### config.mk
export PLATFORM = sky130hd
export DESIGN_NAME = uart_tx_fifo_ctrl_flat
export DESIGN_NICKNAME = d
export VERILOG_FILES = /design/src/rtl/uart_tx_fifo_ctrl_if.sv /design/src/rtl/uart_tx_fifo_ctrl.sv /design/src/flat_wrapper.sv
export SDC_FILE = /design/constraint.sdc
export NUM_CORES = 1
export LEC_CHECK = 0
export BUFFER_PORTS_ARGS = -buffer_cell sky130_fd_sc_hd__buf_2
export CAP_MARGIN = 20
export CORE_ASPECT_RATIO = 1.4
export CORE_UTILIZATION = 50
export DETAILED_ROUTE_END_ITERATION = 16
export PLACE_DENSITY = 0.78
export SETUP_SLACK_MARGIN = 0.05
export SYNTH_ARGS = -nofsm -noshare
export SYNTH_HDL_FRONTEND = slang
export SYNTH_SLANG_ARGS = --single-unit
export TNS_END_PERCENT = 10
### constraint.sdc
create_clock -name clk -period 3.9 [get_ports clk]
set_input_delay 0.195 -clock clk [delete_from_list [all_inputs] [get_ports clk]]
set_output_delay 0.195 -clock clk [all_outputs]
set_load 0.03 [all_outputs]
### src/rtl/uart_tx_fifo_ctrl_if.sv
// Bus-side bundle of the UART TX FIFO: write port, read/pop port, status and error flags.
// Master drives requests and data; the FIFO connects through the slave modport.
interface uart_tx_fifo_ctrl_if #(
   parameter int DATA_WIDTH = 8,
   parameter int DEPTH      = 16
);
   localparam int PTR_W = $clog2(DEPTH);

   logic                  flush;
   logic                  wr_en;
   logic [DATA_WIDTH-1:0] wr_data;
   logic                  rd_en;
   logic [DATA_WIDTH-1:0] rd_data;
   logic                  rd_valid;
   logic                  full;
   logic                  empty;
   logic                  almost_full;
   logic                  almost_empty;
   logic [PTR_W:0]        count;
   logic                  overflow;
   logic                  underflow;
   logic                  clr_err;

   modport master (
      output flush, wr_en, wr_data, rd_en, clr_err,
      input  rd_data, rd_valid, full, empty, almost_full, almost_empty,
             count, overflow, underflow
   );

   modport slave (
      input  flush, wr_en, wr_data, rd_en, clr_err,
      output rd_data, rd_valid, full, empty, almost_full, almost_empty,
             count, overflow, underflow
   );
endinterface

### src/rtl/uart_tx_fifo_ctrl.sv
// Synchronous TX byte FIFO between the register write side and the UART serialiser.
// Standard (registered) or first-word-fall-through read, with thresholds, count and sticky errors.
module uart_tx_fifo_ctrl #(
   parameter int DATA_WIDTH = 8,
   parameter int DEPTH      = 16,
   parameter int PTR_W      = $clog2(DEPTH),
   parameter int FWFT       = 0,
   parameter int AFULL_THR  = DEPTH - 2,
   parameter int AEMPTY_THR = 2
)(
   input logic                clk,
   input logic                rstn,
   uart_tx_fifo_ctrl_if.slave bus
);

   localparam logic [PTR_W:0] AF_LVL = AFULL_THR[PTR_W:0];
   localparam logic [PTR_W:0] AE_LVL = AEMPTY_THR[PTR_W:0];

   logic [DATA_WIDTH-1:0] r_mem [DEPTH];
   logic [PTR_W:0]        r_wr_ptr;
   logic [PTR_W:0]        r_rd_ptr;
   logic [PTR_W:0]        r_count;
   logic                  r_overflow;
   logic                  r_underflow;

   logic                  w_full;
   logic                  w_empty;
   logic                  w_wr_acc;
   logic                  w_rd_acc;
   logic                  w_wr_rej;
   logic                  w_rd_rej;
   logic [PTR_W-1:0]      w_wr_addr;
   logic [PTR_W-1:0]      w_rd_addr;

   // Extra pointer MSB distinguishes full from empty when the low bits match.
   always_comb begin
      w_wr_addr = r_wr_ptr[PTR_W-1:0];
      w_rd_addr = r_rd_ptr[PTR_W-1:0];
      w_empty   = (r_wr_ptr == r_rd_ptr);
      w_full    = (r_wr_ptr[PTR_W] != r_rd_ptr[PTR_W]) && (w_wr_addr == w_rd_addr);
      w_wr_acc  = bus.wr_en && !w_full  && !bus.flush;
      w_rd_acc  = bus.rd_en && !w_empty && !bus.flush;
      w_wr_rej  = bus.wr_en &&  w_full  && !bus.flush;
      w_rd_rej  = bus.rd_en &&  w_empty && !bus.flush;
   end

   always_ff @(posedge clk or negedge rstn) begin
      if (!rstn) begin
         r_wr_ptr <= '0;
         r_rd_ptr <= '0;
         r_count  <= '0;
      end else if (bus.flush) begin
         r_wr_ptr <= '0;
         r_rd_ptr <= '0;
         r_count  <= '0;
      end else begin
         if (w_wr_acc) r_wr_ptr <= r_wr_ptr + 1'b1;
         if (w_rd_acc) r_rd_ptr <= r_rd_ptr + 1'b1;
         if (w_wr_acc && !w_rd_acc)      r_count <= r_count + 1'b1;
         else if (w_rd_acc && !w_wr_acc) r_count <= r_count - 1'b1;
      end
   end

   always_ff @(posedge clk) begin
      if (w_wr_acc) r_mem[w_wr_addr] <= bus.wr_data;
   end

   // A new error event takes precedence over a clear in the same cycle.
   always_ff @(posedge clk or negedge rstn) begin
      if (!rstn) begin
         r_overflow  <= 1'b0;
         r_underflow <= 1'b0;
      end else begin
         if (w_wr_rej)         r_overflow <= 1'b1;
         else if (bus.clr_err) r_overflow <= 1'b0;
         if (w_rd_rej)         r_underflow <= 1'b1;
         else if (bus.clr_err) r_underflow <= 1'b0;
      end
   end

   generate
      if (FWFT != 0) begin : g_fwft
         assign bus.rd_data  = r_mem[w_rd_addr];
         assign bus.rd_valid = !w_empty;
      end else begin : g_std
         logic [DATA_WIDTH-1:0] r_rd_data;
         logic                  r_rd_valid;

         always_ff @(posedge clk or negedge rstn) begin
            if (!rstn) begin
               r_rd_data  <= '0;
               r_rd_valid <= 1'b0;
            end else begin
               r_rd_valid <= w_rd_acc;
               if (w_rd_acc) r_rd_data <= r_mem[w_rd_addr];
            end
         end

         assign bus.rd_data  = r_rd_data;
         assign bus.rd_valid = r_rd_valid;
      end
   endgenerate

   assign bus.full         = w_full;
   assign bus.empty        = w_empty;
   assign bus.count        = r_count;
   assign bus.almost_full  = (r_count >= AF_LVL);
   assign bus.almost_empty = (r_count <= AE_LVL);
   assign bus.overflow     = r_overflow;
   assign bus.underflow    = r_underflow;

endmodule
### src/flat_wrapper.sv
// flat-port wrapper written by rule: the top's interface ports become plain ports
module uart_tx_fifo_ctrl_flat 
#(
   parameter int DATA_WIDTH = 8,
   parameter int DEPTH      = 16,
   parameter int PTR_W      = $clog2(DEPTH),
   parameter int FWFT       = 0,
   parameter int AFULL_THR  = DEPTH - 2,
   parameter int AEMPTY_THR = 2
)
  (clk, rstn, bus_flush, bus_wr_en, bus_wr_data, bus_rd_en, bus_clr_err, bus_rd_data, bus_rd_valid, bus_full, bus_empty, bus_almost_full, bus_almost_empty, bus_count, bus_overflow, bus_underflow);
  uart_tx_fifo_ctrl_if #(.DATA_WIDTH(DATA_WIDTH), .DEPTH(DEPTH)) bus_i ();
  input logic clk;
  input logic rstn;
  input wire logic [$bits(bus_i.flush)-1:0] bus_flush;
  input wire logic [$bits(bus_i.wr_en)-1:0] bus_wr_en;
  input wire logic [$bits(bus_i.wr_data)-1:0] bus_wr_data;
  input wire logic [$bits(bus_i.rd_en)-1:0] bus_rd_en;
  input wire logic [$bits(bus_i.clr_err)-1:0] bus_clr_err;
  output wire logic [$bits(bus_i.rd_data)-1:0] bus_rd_data;
  output wire logic [$bits(bus_i.rd_valid)-1:0] bus_rd_valid;
  output wire logic [$bits(bus_i.full)-1:0] bus_full;
  output wire logic [$bits(bus_i.empty)-1:0] bus_empty;
  output wire logic [$bits(bus_i.almost_full)-1:0] bus_almost_full;
  output wire logic [$bits(bus_i.almost_empty)-1:0] bus_almost_empty;
  output wire logic [$bits(bus_i.count)-1:0] bus_count;
  output wire logic [$bits(bus_i.overflow)-1:0] bus_overflow;
  output wire logic [$bits(bus_i.underflow)-1:0] bus_underflow;
  assign bus_i.flush = bus_flush;
  assign bus_i.wr_en = bus_wr_en;
  assign bus_i.wr_data = bus_wr_data;
  assign bus_i.rd_en = bus_rd_en;
  assign bus_i.clr_err = bus_clr_err;
  assign bus_rd_data = bus_i.rd_data;
  assign bus_rd_valid = bus_i.rd_valid;
  assign bus_full = bus_i.full;
  assign bus_empty = bus_i.empty;
  assign bus_almost_full = bus_i.almost_full;
  assign bus_almost_empty = bus_i.almost_empty;
  assign bus_count = bus_i.count;
  assign bus_overflow = bus_i.overflow;
  assign bus_underflow = bus_i.underflow;
  uart_tx_fifo_ctrl #(.DATA_WIDTH(DATA_WIDTH), .DEPTH(DEPTH), .PTR_W(PTR_W), .FWFT(FWFT), .AFULL_THR(AFULL_THR), .AEMPTY_THR(AEMPTY_THR)) u_core (.clk(clk), .rstn(rstn), .bus(bus_i));
endmodule
* Word-level counts from Yosys, hierarchy flattened
Memories as Yosys holds them, arrays and structs flattened. A register that Yosys moved wholly into a read port is not among the register bits.
Cells that the tools add are included.
** Cells by class
- Equality and inequality tests :: 3
- Magnitude comparators :: 2
- Reduce and logical (&&, ||, !) cells :: 22
- Mux-type cells :: 12
- $add $sub $neg :: 4
** Operator list (count)
- $mux W5 :: 7
- $add A5 B1 Y5 const B :: 3
- $logic_and A1 B1 Y1 :: 11
- $reduce_bool A2 Y1 :: 4
- $logic_not A1 Y1 :: 6
- $eq A5 B5 Y1 :: 1
- $ge A5 B4 Y1 const B :: 1
- $le A5 B2 Y1 const B :: 1
- $mux W1 :: 5
- $sub A5 B1 Y5 const B :: 1
- $eq A4 B4 Y1 :: 1
- $reduce_bool A3 Y1 :: 1
- $ne A1 B1 Y1 :: 1
** Storage, ports and cells
- Bits of input ports :: 14
- Logic and storage cells :: 50
- Output and inout port bits :: 20
- Memories kept :: 1
- Register bits after elaboration :: 18
- Bits in writable memories :: 128
** Memories
- u_core.r_mem :: depth 16, bits a word 8, read ports 1, clocked after memory_dff 1, wr ports 1, line uart_tx_fifo_ctrl.sv:19 : logic [DATA_WIDTH-1:0] r_mem [DEPTH];

* Depth between registers and ports, before layout
Gate-level depths: netlist (run 1).
- Depth after elaboration :: 10
- Mapped depth :: 10
- Gate-level depth less buffers :: 9

* Least setup slack after synthesis (run 1)
No wires, ideal clock.
- Path kind :: flip-flop to flip-flop
- From :: reg u_core.r_rd_ptr[0]
- To :: reg u_core.r_count[4] (netlist: u_core.bus.count[4])
- Buffers on the path :: 1
- Arrival time :: 2686 ps
- Setup slack :: 1090 ps
- Stages on the path, launching flop included :: 11
- Data required time :: 3776 ps
- Library setup time :: 124 ps
- Period minus slack after synthesis :: 2810 ps
- Cells stage by stage :: dfrtp_1 -> buf_6 -> xor2_2 -> nor4_4 -> mux2i_1 -> ha_1 -> a21o_1 -> a21oi_1 -> xnor2_1 -> nor4b_2 -> a211o_1
** Between the ends
- Longest elaborated chain between the ends :: 8
** Ends and longest elaborated chain
- start: declaration :: line uart_tx_fifo_ctrl.sv:21 : logic [PTR_W:0] r_rd_ptr;
- start signal: assignment :: line uart_tx_fifo_ctrl.sv:58 : if (w_rd_acc) r_rd_ptr <= r_rd_ptr + 1'b1;
- $eq A5 B5 Y1 / $eq A4 B4 Y1 (equally long branches) :: line uart_tx_fifo_ctrl.sv:39, uart_tx_fifo_ctrl.sv:40
- $logic_not A1 Y1 / $logic_and A1 B1 Y1 (equally long branches) :: line uart_tx_fifo_ctrl.sv:42, uart_tx_fifo_ctrl.sv:40
- $logic_and A1 B1 Y1 / $logic_not A1 Y1 (equally long branches) :: line uart_tx_fifo_ctrl.sv:42, uart_tx_fifo_ctrl.sv:41
- $logic_and A1 B1 Y1, on equally long branches :: line uart_tx_fifo_ctrl.sv:42, uart_tx_fifo_ctrl.sv:41
- $logic_not A1 Y1 / $logic_and A1 B1 Y1 (equally long branches) :: line uart_tx_fifo_ctrl.sv:59, uart_tx_fifo_ctrl.sv:41
- $logic_and A1 B1 Y1 / $logic_not A1 Y1 (equally long branches) :: line uart_tx_fifo_ctrl.sv:59, uart_tx_fifo_ctrl.sv:60
- $mux W5 / $logic_and A1 B1 Y1 (equally long branches) :: line uart_tx_fifo_ctrl.sv:59, uart_tx_fifo_ctrl.sv:60
- $mux W5 / $reduce_bool A3 Y1 (equally long branches)
- end signal: assignment :: line uart_tx_fifo_ctrl.sv:59 : if (w_wr_acc && !w_rd_acc) r_count <= r_count + 1'b1;
- end signal: assignment :: line uart_tx_fifo_ctrl.sv:60 : else if (w_rd_acc && !w_wr_acc) r_count <= r_count - 1'b1;
- end: declaration :: line uart_tx_fifo_ctrl.sv:22 : logic [PTR_W:0] r_count;
Parallel ways exist; a longest one is shown, timed or not.
A chain may end at the register's enable or synchronous reset.

* Worst setup path in the final report (run 1)
- From :: reg u_core.r_rd_ptr[3]
- To :: reg u_core.r_count[4] (netlist: u_core.bus.count[4])
The elaborated chain is that of the path after synthesis.

==> impl_metrics.toml, run 1 <==
[routing]
drt-wirelength-per-cell_um = 21.8
viasPerCell = 5.89
drt_pass1_iterations = 4
vias = 3178
ant_nets = 0
drt_iter0_drc = 244
drc_errors = 0
routed_wirelength_um = 11800

[synthesis]
synthDistinctLibCells = 39
synth_top_cells_by_area = "edfxtp_1 60%, mux4_2 12%, dfrtp_1 10%"
synth_area_leader_cell = "edfxtp_1"
synthTopCellsByCount = "128 x edfxtp_1, 34 x mux4_2, 29 x nor2_1"
synth_fp_nets = 355
syn_area_sq_um = 6370
yosysTopAreaCellShare_pct = 60.4
syn-instance-count = 331
synth_seq_area_share_pct = 70.6
syn_avg_cell_area_sq_um = 19.2
yosys_warnings = 0
synth_edf_count = 128
synthArstFlopShare_pct = 16.9
synth-seq-cells = 154
ys.flop_type = "edfxtp_1"
synth_most_common_cell = "edfxtp_1"

[critical_path]
critPathArrivalTime_ps = 3470
path_buf_inv = 0
slowest_delay_ps = 660
crit_chain = "xor2_1 > nor4_4 > mux2i_1 > ha_1 > a21o_1 > a21oi_1 > xnor2_1 > nor4b_2 > a211o_1"
crit_family = "flip-flops"
cp.required_ps = 4200
crit_path_end_kind = "flip-flop"
start_kind = "flip-flop"
critPathMaxFanout = 11
ff2ff_setup_slack_ps = 730
crit_slowest_cell = "dfrtp_1"
critical_path_class = "reg -> reg"

[timing]
min_period_over_period_pct = 81.2
rsz0062_at_grt = "no"
tightest_slew_ps = 889
finalSetupTns_ps = 0
hold_viol_final = 0
slew_headroom_pct = 40.5
finClkSkew_ps = 7.08
fmax_mhz = 316
setup_viol = 0
slew_viol_final = 0
hold_ws_ps = 142
fin_crit_ps = 3170

[clock_network]
root_buffer = "clkbuf_16"
cts_setup_buffers = 0
cts_max_level = 4
clk_pin_slew_ps = 60
insertion_delay_ps = 420
numClockSinks = 154
cts_buffers = 17
holdBufCountCts = 2
ctsResizeCount = 0
clockBufferDepth = 2
cts_tree = "built"

[floorplanning]
die-area_sq_um = 13200
row_count = 48
die_h_um = 136
core-area_sq_um = 12400
initial_core_util_pct = 51.5
die_w_um = 97.4
ios = 34

[global_routing]
grt_max_degree = 36
antenna_found_initial = 0
grt_pass1_wl_um = 18500
grt.overflow.total = 0
grt_use_total_pct = 19.5
first_global_vias = 3293

[cells_and_area]
stdcell_area_sq_um = 7310
area_delta_synth_final_pct = 14.8
nNetsFinal = 402
post-route-util_pct = 59.1
diodes = 0
drive_gt1_share_pct = 29.7

[pwr]
vdd_drop_max_uv = 302
power_mw = 4.45
power_leakage_nw = 2.55
power.density_nw_per_um2 = 609

[status]
status = "finished clean"

[placed_design]
globalplace.congestion = 0.864
port_buffers = 33
dp_hpwl_um = 7710
placed_area_sq_um = 6680

[run]
drv_cap = 0

[hold_path]
min_path_type = "in -> reg"
[through the flow]
stage | setup WS (ps) | std cells
6_report | 732 | 540
5_1_grt | 495 | 540
4_1_cts | 714 | 540
3_5_place_dp | 733 | 507
2_1_floorplan | 1090 | 331
3_3_place_gp | 835 | 507
[flip-flops by register name, summed over array words and instances, names as in the netlist]
signal,cells
u_core.bus.rd_valid,1
u_core.r_rd_ptr,5
u_core.bus.overflow,1
u_core.bus.rd_data,8
u_core.bus.underflow,1
u_core.bus.count,5
u_core.r_wr_ptr,5
u_core.r_mem,128
[cell families after synthesis]
logic type	synth area share [%]
buffers and inverters	1.87
and+or+nand+nor	4.72
xor gates and xnor gates	2.46
adders and majority gates	2.08
muxes	16.4
DFF	70.6
AOI/OAI and AO/OA	1.91
[layout by cell type (no fill, tap or decap), types with 2 or more instances in the layout]
cell and n:
o31ai_1 2, mux4_2 34, inv_1 7, nor2_1 29
o22ai_1 2, mux2i_1 2, clkbuf_16 17, edfxtp_1 128
dlygate4sd3_1 2, nand4_1 4, clkinv_4 2, nand2_1 14
nor3_1 4, nand2b_1 5, buf_2 33, clkinv_1 2
clkinvlp_4 2, dfrtp_1 25, mux4_1 6, xnor2_1 6
mux2_2 8, a21oi_1 4, ha_1 9, xor2_1 10
clkbuf_1 2, buf_4 7, bufinv_16 4
[worst paths after layout]
| path | startpoint | end | depth (start not counted) |
|---|---|---|---|
| max | u_core.r_rd_ptr[3]$_DFFE_PN0P_ | u_core.bus.count[4]$_DFFE_PN0P_ | 9 |
| min reg2reg | u_core.bus.rd_data[2]$_DFFE_PN0P_ | u_core.bus.rd_data[2]$_DFFE_PN0P_ | 1 |
| min in group asynchronous | rstn | u_core.bus.count[0]$_DFFE_PN0P_ | 2 |
| min | bus_rd_en | u_core.bus.underflow$_DFFE_PN0P_ | 3 |
| max reg2reg | u_core.r_rd_ptr[3]$_DFFE_PN0P_ | u_core.bus.count[4]$_DFFE_PN0P_ | 9 |
| max in group asynchronous | rstn | u_core.r_rd_ptr[0]$_DFFE_PN0P_ | 2 |
[tightest hold or removal path, stage by stage]
cell and delay, ps:
buf_2 130, nand2b_1 110, o22ai_1 80
[routing by layer]
metal	track usage [%]	wire length, um
met5	0	0
met4	9.48	346
met3	5.88	585
met2	33.0	6290
met1	22.7	4550
[cell type report]
class	count	area (sq um)
well taps	150	188
clock inverters	12	174
fillers	876	5060
flip-flops and latches	154	4500
multi-input cells	156	1760
repair buffers	42	238
clock buffers	19	433
inverters	7	26.3
[report_power, final]
group | switching [mW] | total, mW | leakage [nW] | internal, mW
registers | 0.0649 | 1.93 | 1.49 | 1.87
clock network | 0.619 | 1.68 | 0.288 | 1.06
logic | 0.472 | 0.835 | 0.775 | 0.363
Power figures use the tool's default switching activity.
==> run 2: changes to the inputs <==
Clock period 3.9 ns to 3 ns, I/O delays scaled along.
==> impl_metrics.toml, run 2 (same netlist as run 1, synthesis figures left out) <==
[status]
status = "finished clean"

[floorplanning]
initial_core_util_pct = 51.5
die-area_sq_um = 13200
die_w_um = 97.4
core-area_sq_um = 12400
ios = 34
row_count = 48
die_h_um = 136

[pwr]
vdd_drop_max_uv = 365
combPwrFrac_pct = 19.5
seq_power_share_pct = 44.3
p_sw_share_pct = 26.0
p_int_mw = 4.20
power.density_nw_per_um2 = 773
power_leakage_nw = 2.59
p_sw_mw = 1.47
pwr-share-clk_pct = 36.3

[global_routing]
grt.overflow.total = 0
antenna_found_initial = 0
first_global_vias = 3467
grt_use_total_pct = 19.4
grt_pass1_wl_um = 18600
grt_max_degree = 36

[cells_and_area]
largest_register = "u_core.r_mem"
area_delta_synth_final_pct = 15.2
diodes = 0
largest_register_ffs = 128
final_common_cell = "edfxtp_1"
final_cell_mix = "128 x edfxtp_1, 34 x mux4_2, 33 x buf_2, 29 x nor2_1, 25 x dfrtp_1"
nNetsFinal = 411
fillCellCount = 872
drive_gt1_share_pct = 30.8

[clock_network]
insertion_delay_ps = 410
cts_buffers = 17
root_buffer = "clkbuf_16"
cts_tree = "built"
ctsResizeCount = 0
clockBufferDepth = 2
cts_max_level = 4
clk_pin_slew_ps = 60
numClockSinks = 154

[critical_path]
path_buf_inv = 0
critPathMaxFanout = 6
cp.required_ps = 3290
critical_path_class = "reg -> reg"
critPathArrivalTime_ps = 3010
ff2ff_setup_slack_ps = 290
r2r-start = "u_core.r_wr_ptr[0]$_DFFE_PN0P_"
slowest_delay_ps = 470
crit_slowest_cell = "dfrtp_1"
critPathLaunch = "u_core.r_wr_ptr[0]$_DFFE_PN0P_"
crit_family = "compound AO/OA/AOI/OAI gates"
crit_chain = "xor2_2 > nor4_4 > mux2i_1 > ha_1 > a21o_1 > a21oi_1 > xnor2_1 > nor3b_1 > a211o_1"
crit_path_end_kind = "flip-flop"
start_kind = "flip-flop"

[routing]
vias = 3186
viasPerCell = 5.80
drt_iter0_drc = 231
drt_pass1_iterations = 4
ant_nets = 0
routed_wirelength_um = 11700
drc_errors = 0
drt-wirelength-per-cell_um = 21.3

[timing]
hold_ws_ps = 101
min_period_over_period_pct = 90.4
tightest_slew_ps = 936
setup_viol = 0
slew_headroom_pct = 37.4
fmax_mhz = 369
finClkSkew_ps = 6.38
finalSetupTns_ps = 0
slew_viol_final = 0
fin_crit_ps = 2710
rsz0062_at_grt = "no"
hold_viol_final = 0

[placed_design]
dp_hpwl_um = 7770
globalplace.congestion = 0.843
port_buffers = 33

[hold_path]
worstHoldStart = "bus_rd_en"
min_path_type = "in -> reg"

[run]
drv_cap = 0
## run 2: changes by cell type in the layout (fill, tap and decap cells not counted)
| cell | change |
|---|---|
| clkinv_2 | +3 |
| clkinv_1 | +1 |
| clkinvlp_4 | -1 |
| clkinv_4 | -2 |
| inv_6 | -1 |
| bufinv_16 | -1 |
| clkbuf_1 | +1 |
| buf_4 | +9 |
## run 2: what timing repair did
| action | in CTS | in global routing |
|---|---|---|
| setup buffers | 0 | 0 |
| hold buffers | 2 | 0 |
| hold endpoints to repair | 28 | 0 |
## run 2: cell type report
class                           count  area [sq um]  share of cell area, %
Inverter                            7          26.3                  0.358
Clock inverter                     11           129                   1.76
Multi-Input combinational cell    156          1760                   23.9
Sequential cell                   154          4500                   61.3
Tap cell                          150           188                   2.56
Timing Repair Buffer               51           305                   4.16
Clock buffer                       20           437                   5.95
## run 2: power by group through the flow
stage,sequential (mW),clock [mW],combinational [mW]
final,2.51,2.06,1.10
after global routing,2.53,2.18,1.19
after CTS,2.51,2.10,1.12
after detailed placement,2.56,0,1.11
after global placement,2.55,0,1.08
after floorplan,2.71,0,0.678
## run 2: final timing paths
| check | depth (start not counted) | end |
|---|---|---|
| worst min register to register | 1 | u_core.bus.rd_data[7]$_DFFE_PN0P_ |
| worst min-delay path | 3 | u_core.bus.underflow$_DFFE_PN0P_ |
| worst max-delay path | 9 | u_core.bus.count[4]$_DFFE_PN0P_ |
| worst max register to register | 9 | u_core.bus.count[4]$_DFFE_PN0P_ |
| min in group asynchronous | 2 | u_core.bus.rd_valid$_DFF_PN0_ |
| max in group asynchronous | 2 | u_core.r_rd_ptr[0]$_DFFE_PN0P_ |
## run 2: metal layers
metal | wire, um | track usage (%) | vias to the layer above
met2 | 6510 | 34.1 | 130
met1 | 4240 | 21.8 | 1616
met5 | 0 | 0 | -
li1 | - | - | 1417
met3 | 670 | 5.01 | 23
met4 | 267 | 10.1 | 0
## run 2: per-stage QoR
step                      std cells  cell area (sq um)  setup WS (ps)  power (mW)  util, %
after floorplan                 331               6370            190        3.39        -
after global placement          516               6750            371        3.63     54.6
after detailed placement        516               6750            305        3.67     54.6
after CTS                       549               7340            279        5.73     59.3
after global routing            549               7340           79.1        5.90     59.3
final                           549               7340            287        5.67     59.3
## run 2: worst reg2reg max path: cells and delay by family, from the launching register on
kind                     cells  cell delay [ps]
AO/OA/AOI/OAI                3              610
XOR/XNOR                     2              380
flip-flops                   1              470
multiplexers                 1              430
adder cells (fa/ha/maj)      1              320
AND/OR/NAND/NOR              2              390
==> run 3: changes to the inputs <==
Settings changed: CORE_UTILIZATION 50 to 45, CTS_CLUSTER_SIZE from default to 30, PLACE_DENSITY 0.78 to 0.73.
==> impl_metrics.toml, run 3 (same netlist as run 1, synthesis figures left out) <==
[status]
status = "finished clean"

[timing]
fin_ws_ps = 480
rsz0062_at_grt = "no"
setup_viol = 0
tightest_slew_ps = 661
min_period_over_period_pct = 84.0
hold_viol_final = 0
finClkSkew_ps = 7.01
fmax_mhz = 397
fin_crit_ps = 2520
slew_headroom_pct = 55.9
slew_viol_final = 0
finalSetupTns_ps = 0
hold_ws_ps = 88.7

[critical_path]
critPathArrivalTime_ps = 2820
start_kind = "flip-flop"
r2r.worst_path.cells = 9
critPathMaxFanout = 5
critical_path_class = "reg -> reg"
reg2reg_to = "u_core.bus.count[4]$_DFFE_PN0P_"
cp.required_ps = 3300
crit_path_end_kind = "flip-flop"
crit_slowest_cell = "dfrtp_1"
ff2ff_setup_slack_ps = 480
crit_chain = "xor2_1 > nor4_4 > mux2i_1 > ha_1 > a21o_1 > a21oi_1 > xnor2_1 > nor3b_1 > a211o_1"
slowest_delay_ps = 430
r2r-start = "u_core.r_wr_ptr[1]$_DFFE_PN0P_"

[floorplanning]
initial_core_util_pct = 46.0
row_count = 51
die-area_sq_um = 14600
core-area_sq_um = 13800
die_w_um = 103
die_h_um = 143
ios = 34

[global_routing]
first_global_vias = 3295
grt_pass1_wl_um = 17800
antenna_found_initial = 0
grt_use_total_pct = 17.3
grt.overflow.total = 0
grt_max_degree = 36

[hold_path]
min_path_type = "in -> reg"
min_to = "u_core.bus.underflow$_DFFE_PN0P_"
hold_depth = 3
worstHoldStart = "bus_rd_en"

[cells_and_area]
fillCellCount = 1076
ff_latch_area_sq_um = 4500
nNetsFinal = 421
final_common_cell = "edfxtp_1"
multi_input_area_sq_um = 1760
largest_register_ffs = 128
area_delta_synth_final_pct = 16.8
diodes = 0
stdcell_area_sq_um = 7440
largest_register = "u_core.r_mem"
final_cell_mix = "128 x edfxtp_1, 34 x mux4_2, 33 x buf_2, 29 x nor2_1, 26 x buf_4"
drive_gt1_share_pct = 33.3

[routing]
vias = 3180
drt_iter0_drc = 195
drc_errors = 0
routed_wirelength_um = 11500
drt_pass1_iterations = 4
viasPerCell = 5.35
drt-wirelength-per-cell_um = 19.4
ant_nets = 0

[pwr]
combPwrFrac_pct = 19.7
vdd_drop_max_uv = 387
p_int_mw = 4.05
seq_power_share_pct = 45.0
power_mw = 5.58
p_sw_share_pct = 27.4
p_sw_mw = 1.53
power_leakage_nw = 2.62
power.density_nw_per_um2 = 750
pwr-share-clk_pct = 35.2

[clock_network]
clk_pin_slew_ps = 60
cts_setup_buffers = 0
root_buffer = "clkbuf_16"
holdBufCountCts = 2
cts_tree = "built"
clockBufferDepth = 2
ctsResizeCount = 0
numClockSinks = 154
cts_max_level = 4
cts_buffers = 17
insertion_delay_ps = 420

[placed_design]
placed_area_sq_um = 6870
globalplace.congestion = 0.741
pre_cts_slack_ps = 473
port_buffers = 33
dp_hpwl_um = 8000

[run]
drv_cap = 0
## run 3: changes by cell type in the layout (fill, tap and decap cells not counted), sizes merged
cell      delta
buf         +10
inv          +4
bufinv       -2
clkbuf       -2
clkinv       -2
clkinvlp     +2
## run 3: final cells by class
| type | instances | area share, % |
|---|---|---|
| clock buffer | 18 | 5.77 |
| clock inverter | 13 | 1.63 |
| inverter | 7 | 0.353 |
| multi-input combinational | 156 | 23.6 |
| sequential | 154 | 60.4 |
| tap | 185 | 3.11 |
| timing repair buffer | 61 | 5.11 |
## run 3: metal layers
| metal | global-route usage [%] | vias up | wire [um] |
|---|---|---|---|
| li1 | - | 1438 | - |
| met1 | 19.4 | 1635 | 4370 |
| met2 | 31.0 | 94 | 6490 |
| met3 | 3.92 | 13 | 477 |
| met4 | 7.37 | 0 | 192 |
| met5 | 0 | - | 0 |
## run 3: power groups by stage
stage	clock network [mW]	registers, mW	logic (mW)
floorplan	0	2.71	0.678
global placement	0	2.55	1.08
detailed placement	0	2.56	1.11
CTS	2.00	2.51	1.12
global route	2.08	2.53	1.20
finish	1.97	2.51	1.10
## run 3: how the worst max path moves through the flow
stage,startpoint,endpoint,cells past startpoint
after detailed placement,u_core.r_wr_ptr[1]$_DFFE_PN0P_,u_core.bus.count[4]$_DFFE_PN0P_,9
after global placement,u_core.r_wr_ptr[1]$_DFFE_PN0P_,u_core.bus.count[4]$_DFFE_PN0P_,9
final,u_core.r_wr_ptr[1]$_DFFE_PN0P_,u_core.bus.count[4]$_DFFE_PN0P_,9
after CTS,u_core.r_wr_ptr[1]$_DFFE_PN0P_,u_core.bus.count[4]$_DFFE_PN0P_,9
after global routing,u_core.r_wr_ptr[1]$_DFFE_PN0P_,u_core.bus.count[4]$_DFFE_PN0P_,9
after floorplan,u_core.r_rd_ptr[0]$_DFFE_PN0P_,u_core.bus.count[4]$_DFFE_PN0P_,10
## run 3: critical path: cells and delay by family (launching register included)
| kind | cells | cell delay, ps |
|---|---|---|
| adder cells (fa/ha/maj) | 1 | 310 |
| multiplexers | 1 | 370 |
| AND/OR/NAND/NOR | 2 | 370 |
| XOR/XNOR | 2 | 340 |
| AO/OA/AOI/OAI | 3 | 580 |
| flip-flops | 1 | 430 |
## run 3: through the flow
stage | util [%] | instances
floorplan | - | 331
global placement | 49.6 | 561
detailed placement | 49.6 | 561
CTS | 53.7 | 594
global route | 53.7 | 594
finish | 53.7 | 594
